--- src/rtl/omem_frame_buf.sv ---
// Double-buffered per-core spike output memory with a Wishbone read window,
// frame status/overrun tracking and a level frame-ready interrupt per core.
module omem_frame_buf #(
   parameter int unsigned NUM_CORES   = 2,
   parameter int unsigned NUM_NEURONS = 256,
   parameter logic [31:0] OMEM_BASE   = 32'h8004_0000,
   parameter logic [31:0] CORE_STRIDE = 32'h0001_0000
) (
   input  logic                             wb_clk_i,
   input  logic                             wb_rst_i,
   input  logic                             wbs_cyc_i,
   input  logic                             wbs_stb_i,
   input  logic                             wbs_we_i,
   input  logic [3:0]                       wbs_sel_i,
   input  logic [31:0]                      wbs_adr_i,
   input  logic [31:0]                      wbs_dat_i,
   output logic                             wbs_ack_o,
   output logic [31:0]                      wbs_dat_o,
   input  logic [NUM_CORES-1:0]             enable_calc_i,
   input  logic [NUM_CORES*NUM_NEURONS-1:0] spike_neuron_i,
   output logic [NUM_CORES-1:0]             frame_irq_o
);

   localparam int unsigned WORDS      = NUM_NEURONS / 32;
   localparam logic [31:0] STATUS_OFF = 32'h0000_0400;
   localparam logic [31:0] CTRL_OFF   = 32'h0000_0404;

   logic                                  ack_q, ack_d;
   logic [31:0]                           dat_q, dat_d;
   logic [NUM_CORES-1:0]                  en_q, en_d;
   logic [NUM_CORES-1:0]                  fv_q, fv_d;
   logic [NUM_CORES-1:0]                  ov_q, ov_d;
   logic [NUM_CORES-1:0]                  irq_en_q, irq_en_d;
   logic [NUM_CORES-1:0]                  irq_q, irq_d;
   logic [NUM_CORES-1:0][15:0]            cnt_q, cnt_d;
   logic [NUM_CORES-1:0][NUM_NEURONS-1:0] back_q, back_d;
   logic [NUM_CORES-1:0][NUM_NEURONS-1:0] front_q, front_d;

   logic        req;
   logic [31:0] adr;
   logic [31:0] base;
   logic [31:0] off;
   logic        hit;
   logic        swap;
   logic [31:0] rd;

   // One effect per access: a request only counts while no ack is outstanding.
   always_comb begin
      req      = wbs_cyc_i & wbs_stb_i & ~ack_q;
      adr      = {wbs_adr_i[31:2], 2'b00};
      ack_d    = req;
      rd       = '0;
      base     = '0;
      off      = '0;
      hit      = 1'b0;
      swap     = 1'b0;
      en_d     = enable_calc_i;
      fv_d     = fv_q;
      ov_d     = ov_q;
      irq_en_d = irq_en_q;
      irq_d    = fv_q & irq_en_q;
      cnt_d    = cnt_q;
      back_d   = back_q;
      front_d  = front_q;

      for (int unsigned c = 0; c < NUM_CORES; c++) begin
         base = OMEM_BASE + 32'(c) * CORE_STRIDE;
         off  = adr - base;
         hit  = (adr >= base) && (off < CORE_STRIDE);
         swap = en_q[c] & ~enable_calc_i[c];

         if (enable_calc_i[c]) begin
            back_d[c] = spike_neuron_i[c*NUM_NEURONS +: NUM_NEURONS];
         end

         if (req && hit) begin
            if (!wbs_we_i) begin
               for (int unsigned w = 0; w < WORDS; w++) begin
                  if (off == 32'(4 * w)) begin
                     rd = front_q[c][NUM_NEURONS-1-32*w -: 32];
                  end
               end
               if (off == STATUS_OFF) rd = {cnt_q[c], 14'b0, ov_q[c], fv_q[c]};
               if (off == CTRL_OFF)   rd = {31'b0, irq_en_q[c]};
            end else if (wbs_sel_i[0]) begin
               if (off == STATUS_OFF) begin
                  if (wbs_dat_i[0]) fv_d[c] = 1'b0;
                  if (wbs_dat_i[1]) ov_d[c] = 1'b0;
               end
               if (off == CTRL_OFF) irq_en_d[c] = wbs_dat_i[0];
            end
         end

         // Swap is applied after the bus write so a simultaneous set wins over W1C.
         if (swap) begin
            front_d[c] = back_q[c];
            fv_d[c]    = 1'b1;
            cnt_d[c]   = cnt_q[c] + 16'd1;
            if (fv_q[c]) ov_d[c] = 1'b1;
         end
      end

      dat_d = (req && !wbs_we_i) ? rd : 32'h0;
   end

   always_ff @(posedge wb_clk_i) begin
      if (wb_rst_i) begin
         ack_q    <= 1'b0;
         dat_q    <= '0;
         en_q     <= '0;
         fv_q     <= '0;
         ov_q     <= '0;
         irq_en_q <= '0;
         irq_q    <= '0;
         cnt_q    <= '0;
         back_q   <= '0;
         front_q  <= '0;
      end else begin
         ack_q    <= ack_d;
         dat_q    <= dat_d;
         en_q     <= en_d;
         fv_q     <= fv_d;
         ov_q     <= ov_d;
         irq_en_q <= irq_en_d;
         irq_q    <= irq_d;
         cnt_q    <= cnt_d;
         back_q   <= back_d;
         front_q  <= front_d;
      end
   end

   assign wbs_ack_o   = ack_q;
   assign wbs_dat_o   = dat_q;
   assign frame_irq_o = irq_q;

   // Byte-lane and data bits that no register consumes.
   logic unused_bits;
   assign unused_bits = ^{wbs_sel_i[3:1], wbs_dat_i[31:2], wbs_adr_i[1:0]};

endmodule

--- config.mk ---
export PLATFORM = sky130hd
export DESIGN_NAME = omem_frame_buf
export DESIGN_NICKNAME = d
export VERILOG_FILES = /design/src/rtl/omem_frame_buf.sv
export SDC_FILE = /design/constraint.sdc
export NUM_CORES = 2
export LEC_CHECK = 0
export CORE_ASPECT_RATIO = 1.5
export CORE_MARGIN = 2
export CORE_UTILIZATION = 55
export DETAILED_ROUTE_END_ITERATION = 10
export HOLD_SLACK_MARGIN = 0.12
export PLACE_DENSITY = 0.81
export SYNTH_ARGS = -nofsm -noshare
export SYNTH_HDL_FRONTEND = slang
export SYNTH_SLANG_ARGS = --single-unit
--- constraint.sdc ---
create_clock -name wb_clk_i -period 12.65 [get_ports wb_clk_i]
set_input_delay 3.795 -clock wb_clk_i [delete_from_list [all_inputs] [get_ports wb_clk_i]]
set_output_delay 3.795 -clock wb_clk_i [all_outputs]
set_load 0.005 [all_outputs]
* Word level (Yosys, flattened, before mapping)
Index checks and enable logic that the tools add are counted.
** Storage, ports and cells
- Bits in registers :: 1099
- Output and inout port bits :: 35
** Operators by class
- Add/subtract/negate cells :: 4
- Magnitude comparators :: 4
- Equality and inequality tests :: 18
- Mux-type cells :: 49
- Bitwise operators :: 9
- Reductions and logical operators :: 23
** Operator list (count)
- $mux 32 :: 24
- $eq 32x5->1 const B :: 8
- $eq 32x11->1 const B :: 4
- $eq 32x4->1 const B :: 4
- $eq 32x3->1 const B :: 2
- $ge 32x32->1 const B :: 2
- $logic_not 32->1 :: 2
- $lt 32x17->1 const B :: 2
- $sub 32x32->32 const B :: 2
- $add 16x1->16 const B :: 2
- $mux 1 :: 25
- $reduce_bool 2->1 :: 10
- $reduce_and 5->1 :: 2
- $reduce_and 4->1 :: 2
- $logic_and 1x1->1 :: 5
- $and 1x1->1 :: 4
- $not 1->1 :: 4
- $and 2x2->2 :: 1
- $reduce_or 2->1 :: 1
- $logic_not 1->1 :: 1

* Longest topological paths before layout
- Depth in word-level cells :: 26
- Gate-level depth with buffers :: 12

* Least setup slack after synthesis
Ideal clock, no wire load.
- Path type :: input-to-reg
- Start point :: input port wbs_adr_i[24]
- End point :: register dat_q[18] (netlist: wbs_dat_o[18])
- Library setup time :: 132 ps
- Arrival :: 6692 ps
- Data required time :: 12518 ps
- Setup slack :: 5827 ps
- Stages on the path :: 10
- Buffers on the path :: 2
- Cell sequence :: or4_1 clkbuf_1 nor4_2 mux2i_1 a2111oi_4 and2_1 buf_4 a22o_1 a2111oi_0 o31ai_1
** Between the ends
- Longest elaborated chain between the ends :: 26
** RTL lines
- start: declaration :: line 15 : input logic [31:0] wbs_adr_i,
- $sub 32x32->32 :: line 68 : off = adr - base;
- $logic_not 32->1 :: line 79 : if (off == 32'(4 * w)) begin
- $mux 32 (8 in a row) :: line 79
- $mux 32 :: line 83 : if (off == STATUS_OFF) rd = {cnt_q[c], 14'b0, ov_q[c], fv_q[c]};
- $mux 32 :: line 84 : if (off == CTRL_OFF) rd = {31'b0, irq_en_q[c]};
- $mux 32 :: line 77 : if (!wbs_we_i) begin
- $mux 32 :: line 76 : if (req && hit) begin
- $mux 32 (8 in a row) :: line 79
- $mux 32 :: line 83
- $mux 32 :: line 84
- $mux 32 :: line 77
- $mux 32 (*) :: line 76
- end signal: assignment :: line 120 : dat_q <= dat_d;
- end: declaration :: line 29 : logic [31:0] dat_q, dat_d;
Mark *: on every way between the ends. The rest lies on a longest branch, timed or not.
A chain may end at the register's enable or synchronous reset.

* Worst setup path in the final report
- Start point :: input port wbs_adr_i[20]
- End point :: register dat_q[2] (netlist: wbs_dat_o[2])
The elaborated chain is that of the path after synthesis.

==> flow_summary_export.csv <==
group,metric,value,unit
status,outcome,"finished, final reports clean",
hold_path,holdPathStages,2,
die,design.core.area,77110,um^2
sta,worstMarginPinSlew,1199,ps
cells_and_area,drive_above_1_share,4.806,%
cells_and_area,area_growth,22.66,%
pwr,internal_power,0.005651,W
synth,yosysTopAreaCell,"dfxtp_1",
sta,min_period,8470,ps
die,die-area,79720,um^2
routing,routed_wirelength,150800,um
global_route,grt_pass1_wl,217600,um
pwr,totalPowerFinal,0.007362,W
routing,drc,0,
synth,synth_ff_type,"dfxtp_1",
synth,synth_top_area_share,51.66,%
clock_network,insertion_delay,680,ps
routing,drtIter0Drc,3962,
pwr,sw_frac_of_total,23.24,%
pwr,power.switching,0.001711,W
synth,synth_area_leaders,"dfxtp_1, mux2i_1, nand2_1, a21oi_1, nor2_1",
clock_network,cts.path.max_buffers,3,
die,initial_core_util,55.23,%
clock_network,cts_tree,"done",
synth,async_flop_share,0,%
synth,synth.avg_cell_area,8.729,um^2
place,dpl_cell_area,48840,um^2
sta,drv_slew,0,
worst_setup_path,worstSetupPathType,"input pin to flop",
worst_setup_path,cp_max_fo,16,
pwr,power.density,140.9,nW/um^2
worst_setup_path,cp_data_required_time,13270,ps
pwr,total_leakage_power,19.74,nW
worst_setup_path,path_cells,"clkdlybuf4s50_1 > or4_1 > nor4_2 > nand3_1 > a2111oi_4 > and2_1 > a22oi_1 > a311oi_1 > a21o_1",
hold_path,min_path_type,"flop to flop",
place,gp_congestion,0.9758,
sta,fin_crit_sh,66.96,%
synth,yosysWarnings,0,
clock_network,clkTransAtPathRegs,70,ps
routing,ant_nets,0,
pwr,ir_drop,0.0001352,V
global_route,overflow,0,
pwr,p_clk_share,42.3,%
run,maxCapViolCount,0,
clock_network,ctsResizeCount,0,
die,dieHeight,344.8,um
routing,drt-vias-per-instance,5.794,
synth,synth_edf_count,0,
clock_network,numCtsBuffers,99,
clock_network,cts_hold_buf,0,
synth,synth_seq_cells,1099,
sta,tns,0,ps
cells_and_area,fillers,6218,
synth,synth_nets,5468,
routing,drt_pre_antenna_iters,10,
sta,holdWs,439.2,ps
clock_network,cts_sinks,1099,
synth,synth_cells,4879,
sta,hold_viol,0,
global_route,grt_max_degree,224,
global_route,grt_pass1_vias,34990,
routing,via_count,36910,
die,io_pins,622,
sta,relSlewSlack,20.05,%
global_route,grt_use_total,36.64,%
die,rows,125,
synth,syn_area,42590,um^2
clock_network,postCtsSetupBuffers,0,
worst_setup_path,endpoint_kind,"flop",
place,hpwl,108300,um
global_route,antenna_found_initial,34,
worst_setup_path,cp.arrival,9090,ps
cells_and_area,fin_area,52240,um^2
die,dieWidth,231.2,um
place,port_buffers,586,
sta,max_freq,0.1181,GHz
clock_network,h-tree-depth,3,
clock_network,clock-root-buffer,"clkbuf_16",
pwr,seqPwrFrac,49.7,%
worst_setup_path,crit_slowest_cell,"a311oi_1",
pwr,comb_power_share,8.0,%
synth,ys_types,72,
worst_setup_path,critical_path.max_stage_delay,870,ps
routing,wl_per_cell,23.67,um
cells_and_area,fin_nets,5836,
worst_setup_path,startpoint_type,"input pin",
synth,ys_seq_area_share,51.66,%
sta,rsz0062_at_grt,"no",
worst_setup_path,rr_worst_depth,8,
sta,setup_viol,0,
sta,skew,23.71,ps
worst max-delay path, delay by kind of cell:
| family | cells | cell delay (ps) |
|---|---|---|
| and+or+nand+nor | 4 | 2500 |
| buffers and inverters | 1 | 530 |
| AOI/OAI and AO/OA | 4 | 2240 |
synth_stat cells (4+ instances only):
master and count:
mux2_2 13, clkbuf_1 298, or4_1 9, and2_1 7
nand4_1 11, o211a_1 7, o2bb2ai_1 5, buf_1 60
o21ai_0 49, a221o_1 18, buf_2 4, nor2_1 637
a311oi_1 7, a221oi_1 26, nor2b_1 10, a22o_1 14
or2_2 7, or3_1 19, o221ai_1 27, and3_1 16
xor2_1 16, dfxtp_1 1099, nor4_1 12, nor3_1 15
nand2_1 1095, a211oi_1 6, inv_1 15, o32ai_1 4
o2111ai_1 6, o22ai_1 19, a222oi_1 40, a2111oi_0 8
a21o_1 11, nand3_1 26, mux2i_1 552, a21oi_1 583
xnor2_1 8, a22oi_1 42, nand2b_1 11, a211o_1 4
o211ai_1 8
power groups by stage:
stage          Combinational, W  Clock [W]  Sequential (W)
2_1_floorplan          0.000311          0         0.00371
3_3_place_gp           0.000571          0         0.00373
3_5_place_dp           0.000579          0         0.00373
4_1_cts                0.000584    0.00313         0.00366
5_1_grt                0.000630    0.00327         0.00367
6_report               0.000589    0.00312         0.00366
metal layers:
layer	up-vias	global-route usage (%)	share of wire [%]
li1	17380	-	-
met1	17500	41.43	36
met2	1606	62.05	48
met3	419	6.324	7.2
met4	8	27.43	8.2
met5	-	0	0.033
cells by family after synthesis:
group / count (synthesis) / share of synthesized area, %
xor gates and xnor gates: 24 / 0.4936
and+or+nand+nor: 1892 / 17.64
AOI/OAI and AO/OA: 913 / 13.25
adders and majority gates: 2 / 0.05875
DFF: 1099 / 51.66
buffers and inverters: 381 / 3.423
muxes: 568 / 13.48
path summary, 6_finish.rpt:
kind	to	start	slack [ps]
setup / recovery	wbs_dat_o[2]	wbs_adr_i[20]	4180
hold / removal	front_q[447]	back_q[447]	440
setup reg to reg	wbs_dat_o[7]	wbs_ack_o	8650
hold reg to reg	front_q[447]	back_q[447]	440
layout by cell type (no fill, tap or decap), drive strengths merged, types with 13 or more instances in the layout:
cell type / count
nor3: 16
clkinv: 19
and3: 16
o21ai: 51
diode: 28
buf: 52
a221o: 18
a21oi: 583
nor2: 637
dfxtp: 1099
a22o: 14
nor4: 13
o22ai: 19
clkdlybuf4s50: 581
inv: 19
clkbuf: 144
nand3: 26
a22oi: 42
or3: 20
a221oi: 26
o221ai: 27
mux2: 13
xor2: 16
nand2: 1095
a222oi: 40
mux2i: 552
metrics by stage:
stage          utilization [%]  setup WS (ps)  std cells
6_report                 67.75           4180       6371
3_5_place_dp             63.34           3668       6162
3_3_place_gp             63.34           3751       6162
2_1_floorplan                -           5827       4879
4_1_cts                  67.66           4321       6343
5_1_grt                  67.72           4062       6362
sequential cells by signal, indices dropped and copies added, names as in the netlist:
name / count
back_q: 512
wbs_dat_o: 32
en_q: 2
irq_en_q: 2
ov_q: 2
fv_q: 2
front_q: 512
cnt_q: 32
wbs_ack_o: 1
frame_irq_o: 2
area by class of cell:
cell class | instances | area (um^2) | share of cell area [%]
antenna | 28 | 70.07 | 0.1341
clock buffer | 144 | 2867 | 5.487
clock inverter | 37 | 464.2 | 0.8886
inverter | 15 | 56.30 | 0.1078
multi-input combinational | 3399 | 19210 | 36.77
sequential | 1099 | 22000 | 42.12
tap | 1016 | 1271 | 2.433
timing repair buffer | 633 | 6301 | 12.06
No activity file was read; power rests on OpenSTA's default activity.
